===== src/rtl/angle_sincos_cordic.sv =====
`default_nettype none
// ============================================================================
// Module   : angle_sincos_cordic
// Brief    : Iterative CORDIC turning a sprite angle into saturated sin/cos.
// Revision : 1.0
// ============================================================================
module angle_sincos_cordic #(
  parameter int ANGLE_W         = 9,
  parameter int SINCOS_FRACTION = 17,
  parameter int ITER            = 18,
  parameter int GUARD           = 3
) (
  input  logic                         clk,
  input  logic                         resetN,
  input  logic                         start,
  input  logic [ANGLE_W-1:0]           angle,
  output logic                         busy,
  output logic                         done,
  output logic signed [SINCOS_FRACTION:0] sin_val,
  output logic signed [SINCOS_FRACTION:0] cos_val
);

  localparam int XY_W  = SINCOS_FRACTION + GUARD + 2;
  localparam int OUT_W = SINCOS_FRACTION + 1;
  localparam int IT_W  = (ITER > 1) ? $clog2(ITER) : 1;
  // Angle register: a full turn spans 2^Z_W codes, so 45 deg = 2^(Z_W-3).
  // The fine step keeps atan-table rounding well below one output LSB.
  localparam int Z_W   = 22;

  localparam real K_GAIN = 0.6072529;
  localparam logic signed [XY_W-1:0]  X_INIT  =
    XY_W'($rtoi(K_GAIN * (2.0 ** (SINCOS_FRACTION + GUARD)) + 0.5));
  localparam logic signed [OUT_W-1:0] OUT_MAX = OUT_W'(2 ** SINCOS_FRACTION - 1);
  localparam logic signed [XY_W:0]    SAT_MAX = (XY_W + 1)'(2 ** SINCOS_FRACTION - 1);
  localparam logic signed [XY_W:0]    SAT_MIN = -SAT_MAX;
  localparam logic signed [XY_W:0]    RND_BIAS = (XY_W + 1)'(1 << (GUARD - 1));

  typedef enum logic [1:0] {
    S_IDLE   = 2'd0,
    S_ROTATE = 2'd1,
    S_FINISH = 2'd2
  } state_t;

  state_t                    state_q, state_d;
  logic [IT_W-1:0]           iter_q, iter_d;
  logic [1:0]                quad_q, quad_d;
  logic signed [XY_W-1:0]    x_q, x_d;
  logic signed [XY_W-1:0]    y_q, y_d;
  logic signed [Z_W-1:0]     z_q, z_d;
  logic                      busy_q, busy_d;
  logic                      done_q, done_d;
  logic signed [OUT_W-1:0]   sin_q, sin_d;
  logic signed [OUT_W-1:0]   cos_q, cos_d;

  logic signed [XY_W-1:0]    x_sh, y_sh;
  logic signed [Z_W-1:0]     atan_i;
  logic signed [XY_W-1:0]    cos_pre, sin_pre;

  // round(atan(2^-i) * 2^Z_W / (2*pi))
  function automatic logic signed [Z_W-1:0] atan_lut(input logic [IT_W-1:0] i);
    case (int'(i))
      0:       atan_lut = Z_W'(524288);
      1:       atan_lut = Z_W'(309505);
      2:       atan_lut = Z_W'(163534);
      3:       atan_lut = Z_W'(83012);
      4:       atan_lut = Z_W'(41667);
      5:       atan_lut = Z_W'(20854);
      6:       atan_lut = Z_W'(10430);
      7:       atan_lut = Z_W'(5215);
      8:       atan_lut = Z_W'(2608);
      9:       atan_lut = Z_W'(1304);
      10:      atan_lut = Z_W'(652);
      11:      atan_lut = Z_W'(326);
      12:      atan_lut = Z_W'(163);
      13:      atan_lut = Z_W'(81);
      14:      atan_lut = Z_W'(41);
      15:      atan_lut = Z_W'(20);
      16:      atan_lut = Z_W'(10);
      17:      atan_lut = Z_W'(5);
      default: atan_lut = Z_W'(667544 >> i);
    endcase
  endfunction

  // Drop guard bits with round-half-up, clamp symmetrically.
  function automatic logic signed [OUT_W-1:0] round_sat(input logic signed [XY_W-1:0] v);
    logic signed [XY_W:0] t;
    t = {v[XY_W-1], v} + RND_BIAS;
    t = t >>> GUARD;
    if (t > SAT_MAX) begin
      t = SAT_MAX;
    end else if (t < SAT_MIN) begin
      t = SAT_MIN;
    end
    round_sat = OUT_W'(t);
  endfunction

  always_comb begin
    x_sh   = x_q >>> iter_q;
    y_sh   = y_q >>> iter_q;
    atan_i = atan_lut(iter_q);
  end

  always_comb begin
    cos_pre = x_q;
    sin_pre = y_q;
    case (quad_q)
      2'd1: begin cos_pre = -y_q; sin_pre = x_q;  end
      2'd2: begin cos_pre = -x_q; sin_pre = -y_q; end
      2'd3: begin cos_pre = y_q;  sin_pre = -x_q; end
      default: ;
    endcase
  end

  always_comb begin
    state_d = state_q;
    iter_d  = iter_q;
    quad_d  = quad_q;
    x_d     = x_q;
    y_d     = y_q;
    z_d     = z_q;
    busy_d  = busy_q;
    done_d  = 1'b0;
    sin_d   = sin_q;
    cos_d   = cos_q;
    case (state_q)
      S_IDLE: begin
        if (start) begin
          quad_d  = angle[ANGLE_W-1 -: 2];
          x_d     = X_INIT;
          y_d     = '0;
          z_d     = signed'({2'b00, angle[ANGLE_W-3:0], {(Z_W-ANGLE_W){1'b0}}});
          iter_d  = '0;
          busy_d  = 1'b1;
          state_d = S_ROTATE;
        end
      end
      S_ROTATE: begin
        if (!z_q[Z_W-1]) begin
          x_d = x_q - y_sh;
          y_d = y_q + x_sh;
          z_d = z_q - atan_i;
        end else begin
          x_d = x_q + y_sh;
          y_d = y_q - x_sh;
          z_d = z_q + atan_i;
        end
        iter_d = iter_q + 1'b1;
        if (iter_q == IT_W'(ITER - 1)) begin
          state_d = S_FINISH;
        end
      end
      S_FINISH: begin
        cos_d   = round_sat(cos_pre);
        sin_d   = round_sat(sin_pre);
        done_d  = 1'b1;
        busy_d  = 1'b0;
        state_d = S_IDLE;
      end
      default: begin
        state_d = S_IDLE;
        busy_d  = 1'b0;
      end
    endcase
  end

  always_ff @(posedge clk or negedge resetN) begin
    if (!resetN) begin
      state_q <= S_IDLE;
      iter_q  <= '0;
      quad_q  <= '0;
      x_q     <= '0;
      y_q     <= '0;
      z_q     <= '0;
      busy_q  <= 1'b0;
      done_q  <= 1'b0;
      sin_q   <= '0;
      cos_q   <= OUT_MAX;
    end else begin
      state_q <= state_d;
      iter_q  <= iter_d;
      quad_q  <= quad_d;
      x_q     <= x_d;
      y_q     <= y_d;
      z_q     <= z_d;
      busy_q  <= busy_d;
      done_q  <= done_d;
      sin_q   <= sin_d;
      cos_q   <= cos_d;
    end
  end

  assign busy    = busy_q;
  assign done    = done_q;
  assign sin_val = sin_q;
  assign cos_val = cos_q;

endmodule
`default_nettype wire


===== config.mk =====
export PLATFORM = sky130hd
export DESIGN_NAME = angle_sincos_cordic
export DESIGN_NICKNAME = d
export VERILOG_FILES = /design/src/rtl/angle_sincos_cordic.sv
export SDC_FILE = /design/constraint.sdc
export NUM_CORES = 1
export LEC_CHECK = 0
export CAP_MARGIN = 0
export CORE_MARGIN = 2
export CORE_UTILIZATION = 55
export CTS_CLUSTER_SIZE = 28
export DETAILED_ROUTE_END_ITERATION = 12
export GPL_TIMING_DRIVEN = 1
export PLACE_DENSITY = 0.85
export SLEW_MARGIN = 20
export SYNTH_ARGS = -nofsm -noshare
export SYNTH_HDL_FRONTEND = slang
export SYNTH_SLANG_ARGS = --single-unit

===== constraint.sdc =====
create_clock -name clk -period 6.4 [get_ports clk]
set_input_delay 1.28 -clock clk [delete_from_list [all_inputs] [get_ports clk]]
set_output_delay 1.28 -clock clk [all_outputs]
set_load 0.02 [all_outputs]

Yosys cells after proc, flatten, opt, wreduce, memory -nomap -nowiden:

Index checks and enable logic that the tools add are counted.

* add/subtract/negate cells: 11
* $lt $le $gt $ge: 4
* eq/ne operators: 24
* shifts and indexed selects: 3
* mux-type cells: 24
* bitwise gates (word level): 1
* reductions and logical operators: 7

Operators by type and width (number)
* 22-bit case mux with 18 select lines: 1
* 22-bit 2-to-1 mux: 6
* 22-bit case mux with 2 select lines: 3
* 22-bit case mux with 3 select lines: 2
* 18-bit 2-to-1 mux: 4
* 22-bit adder: 3
* 22-bit subtractor: 3
* 22-bit by 4-bit adder with 23-bit output, second input constant: 2
* 22-bit negation: 2
* 22-bit by 5-bit >>> shifter with 22-bit output: 2
* 5-bit by 4-bit == test with 1-bit output, second input constant: 8
* 20-bit by 18-bit > comparator with 1-bit output, second input constant: 2
* 20-bit by 18-bit < comparator with 1-bit output, second input constant: 2
* 20-bit by 5-bit >> shifter with 22-bit output, first input constant: 1
* 5-bit by 3-bit == test with 1-bit output, second input constant: 4
* 5-bit by 2-bit == test with 1-bit output, second input constant: 2
* 5-bit == test, second input constant: 2
* 5-bit case mux with 2 select lines: 1
* 2-bit AND reduction: 4
* 2-bit == test, second input constant: 3
* 5-bit by 1-bit adder with 5-bit output, second input constant: 1
* 5-bit by 1-bit == test with 1-bit output, second input constant: 1
* 5-bit logical NOT: 1
* 5-bit 2-to-1 mux: 1
* other kinds (9): 13

* bits in registers: 113
* input port bits: 12

Depth between registers and ports, before layout:

* depth in word-level cells: 6
* gate-level depth with buffers: 30
* depth with buffers taken out: 24

Worst setup path before layout:

OpenSTA, ideal clock, no wires.

* path type: reg-to-reg
* start: register iter_q[3]
* end: register z_q[21]
* setup time: 0.142 ns
* arrival: 6.111 ns
* data required time: 6.258 ns
* slack: 0.147 ns
* cell stages (with the launch flop): 30
* buffers on the path: 8
* period minus slack after synthesis: 6.253 ns
* path through: dfrtp_1 clkbuf_1 buf_2 buf_2 buf_2 buf_1 buf_1 clkbuf_1 and3_1 ha_1 a211oi_1 o211ai_1 buf_2 a211oi_1 a21oi_1 inv_1 ha_1 mux2_2 ha_1 a21o_1 a21o_1 a2111oi_0 o21bai_1 a21o_1 a211oi_1 o311a_1 inv_1 o311a_1 o21ai_0 o221ai_1

* word-level cells in the longest chain between the ends: 5

Ends and longest elaborated chain
* from (decl): line 45 `logic [IT_W-1:0] iter_q, iter_d;`
* from (signal assigned): line 180 `iter_q <= iter_d;`
* 20-bit by 5-bit >> shifter with 22-bit output (tied with other cells): line 80 `default: atan_lut = Z_W'(667544 >> i);`
* 22-bit case mux with 18 select lines *: line 61 `case (int'(i))`
* 22-bit subtractor / 22-bit adder (equally long branches): line 141, 145
* 22-bit 2-to-1 mux *: line 138 `if (!z_q[Z_W-1]) begin`
* 22-bit case mux with 2 select lines *: line 125 `case (state_q)`
* to (signal assigned): line 184 `z_q <= z_d;`
* to (decl): line 49 `logic signed [Z_W-1:0] z_q, z_d;`

Every way passes the cells marked *; elsewhere a longest branch is shown, timed or not.
A chain may end at the register's enable or synchronous reset.

Final worst setup path:

* start: register iter_q[1]
* end: register z_q[21]

Same word-level chain as after synthesis.

==> metrics.cfg <==
[clock_tree]
cts.htree.levels = 4
tritoncts = built
cts_root_buffer = clkbuf_16
clk_latency_ns = 0.44
cts_hold_buf = 0
cts_buffers = 17
clkTransAtPathRegs_ns = 0.06
cts_buffer_depth = 2
numClockSinks = 113

[sta]
worst_pin_slew_ns = 1.146
clock.fmax_mhz = 162.6
setup_viol = 0
fin_skew_ns = 0.01715
min_period_ns = 6.151
slew_violations = 0
rsz0062_at_grt = yes
relSlewSlack_pct = 23.55
hold_violations = 0
fin_crit_sh_pct = 96.10

[placed_design]
placed_cells = 2311
hpwl_mm = 37.46
place_congestion = 1.001
portBuffers = 49

[critical_path]
crit_path_max_fanout = 22
crit_buf_inv = 4
cp-start-kind = flop
crit_arrival_ns = 6.43
max_stage_delay_ns = 0.61
cpMaxStageDelayCell = dfrtp_4
end_kind = flop
worstPathRequired_ns = 6.68
path_class = flop to flop
worst_path_dominant_cell_family = compound AO/OA/AOI/OAI gates
path_cells = buf_4 > inv_1 > ha_4 > nand3b_1 > a21oi_1 > a211oi_1 > o211ai_1 > a211oi_1 > a21oi_1 > inv_1 > ha_1 > mux2_2 > ha_1 > a21o_1 > a21o_1 > a2111oi_1 > o21bai_1 > a21o_1 > a211oi_1 > o311a_1 > inv_1 > o311a_1 > o21ai_0 > o221ai_1

[global_route]
busiest_layer = met2
grt_remaining_overflow = 0
grt_max_degree = 92
gr-usage-met2_pct = 55.03
grt_antenna_before_repair = 0
use_met1_pct = 44.94
grt_pass1_vias = 14520
met3_usage_pct = 5.821
grt_usage_pct = 34.47
grt_pass1_wl_mm = 79.53

[floorplanning]
fp-row-count = 61
fp.dieArea_um2 = 29380
dieWidth_um = 171.4
die_h_um = 171.4
core_area_um2 = 27710
io_pins = 50
start_util_pct = 55.63

[synthesis]
ys_seq_area_share_pct = 18.48
netlist.area_leader.share_pct = 15.59
syn_area_per_cell_um2 = 7.796
syn-instance-count = 1977
ys.flop_type = dfrtp_1
ys_warn_count = 0
ys_types = 99
ys_top_cells_by_area = dfrtp_1, mux4_2, xnor2_1, ha_1, o21ai_0
netlist_area_um2 = 15410
ys_seq_elements = 113
synth_edf_count = 0
async_flop_share_pct = 100.0
synthesis.nets = 2072
synth_largest_area_cell = dfrtp_1

[routing]
num_vias = 15640
drc = 0
drtIter0Drc = 1829
first_pass_iters = 6
ant_nets = 0
routed_wl_mm = 50.50
viasPerCell = 6.673
wl_per_cell_um = 21.54

[finish]
regArea_um2 = 2859
n_fill_cell = 2443
area_delta_synth_final_pct = 9.376
fin_nets = 2048
final_cell_mix = nor2_1, nand2_1, o21ai_0
post_route_cells_drive_above_1_share_pct = 13.02
multiInputGateArea_um2 = 11710
diodes = 0
final_common_cell = nor2_1
final_cells = 2344

[min_path]
hp-class = flop to flop

[flow_run]
drv_cap = 0

[status]
status = finished clean

## worst min-delay path, delay by kind of cell, from the launching register on
kind / cells / cell delay [ns]
AND/OR/NAND/NOR: 1 / 0.04
AO/OA/AOI/OAI: 1 / 0.06
flip-flops: 1 / 0.34
## stage by stage
step | TNS (ns) | setup WS, ns | cell area, um^2 | hold WS (ns) | util [%]
CTS | 0 | 0.08129 | 16790 | 0.4870 | 60.62
floorplan | 0 | 0.1469 | 15410 | 0.4563 | -
global route | -0.1991 | -0.09889 | 16860 | 0.5037 | 60.85
global placement | 0 | 0.4123 | 16210 | 0.4627 | 58.51
detailed placement | 0 | 0.1394 | 16210 | 0.4739 | 58.51
finish | 0 | 0.2494 | 16860 | 0.4802 | 60.85
## layer usage
metal / vias to the layer above / wire (um)
met5: - / 0
met4: 0 / 2697
met3: 171 / 4124
met2: 819 / 22910
met1: 7495 / 20770
li1: 7157 / -
## layout make-up
type | instances | area share [%]
well taps | 378 | 2.805
clock inverters | 13 | 0.8980
multi-input cells | 1646 | 69.44
clock buffers | 19 | 2.568
inverters | 55 | 1.225
repair buffers | 120 | 6.101
flip-flops and latches | 113 | 16.96
## Yosys cell counts, drive strengths merged (33+ instances only)
cell	count
nand3	82
ha	80
mux4	52
o21ai	164
mux2i	55
nor2	206
xnor2	122
inv	55
dfrtp	96
clkbuf	104
o22ai	36
a31oi	34
a21oi	137
xor2	77
nor3	33
nand2	175
buf	59
## state kept, by name, summed over array words and instances (netlist names)
register and cells:
busy 1, cos_val 18, done 1, iter_q 5
quad_q 2, sin_val 18, state_q 2, x_q 22
y_q 22, z_q 22
## final timing paths
| kind | startpoint | endpoint | slack, ns | cells past startpoint |
|---|---|---|---|---|
| min reg2reg | sin_val[5]$_DFFE_PN0P_ | sin_val[5]$_DFFE_PN0P_ | 0.48 | 2 |
| max | iter_q[1]$_DFFE_PN0P_ | z_q[21]$_DFFE_PN0P_ | 0.25 | 24 |
| min | sin_val[5]$_DFFE_PN0P_ | sin_val[5]$_DFFE_PN0P_ | 0.48 | 2 |
| min in group asynchronous | resetN | sin_val[2]$_DFFE_PN0P_ | 0.89 | 1 |
| max reg2reg | iter_q[1]$_DFFE_PN0P_ | z_q[21]$_DFFE_PN0P_ | 0.25 | 24 |
| max in group asynchronous | resetN | iter_q[1]$_DFFE_PN0P_ | 4.39 | 2 |
## cells by family (layout without fill, tap and decap cells)
kind of cell	count (synthesis)	count (layout)	synth area share, %
compound gates	563	563	23.28
mux	132	132	13.00
fa+ha+maj	83	83	6.884
simple gates	669	669	21.13
flops	113	113	18.48
xor+xnor	199	199	11.31
buf+inv	218	207	5.918
## repair_timing
item                       4_1_cts  5_1_grt
resized for setup                0       13
setup endpoints to repair        0        9
buffers inserted                 0        1
Power is left out: the tool's default activity adds up to more than one toggle a clock period on the data nets, which glitch-free logic cannot reach.
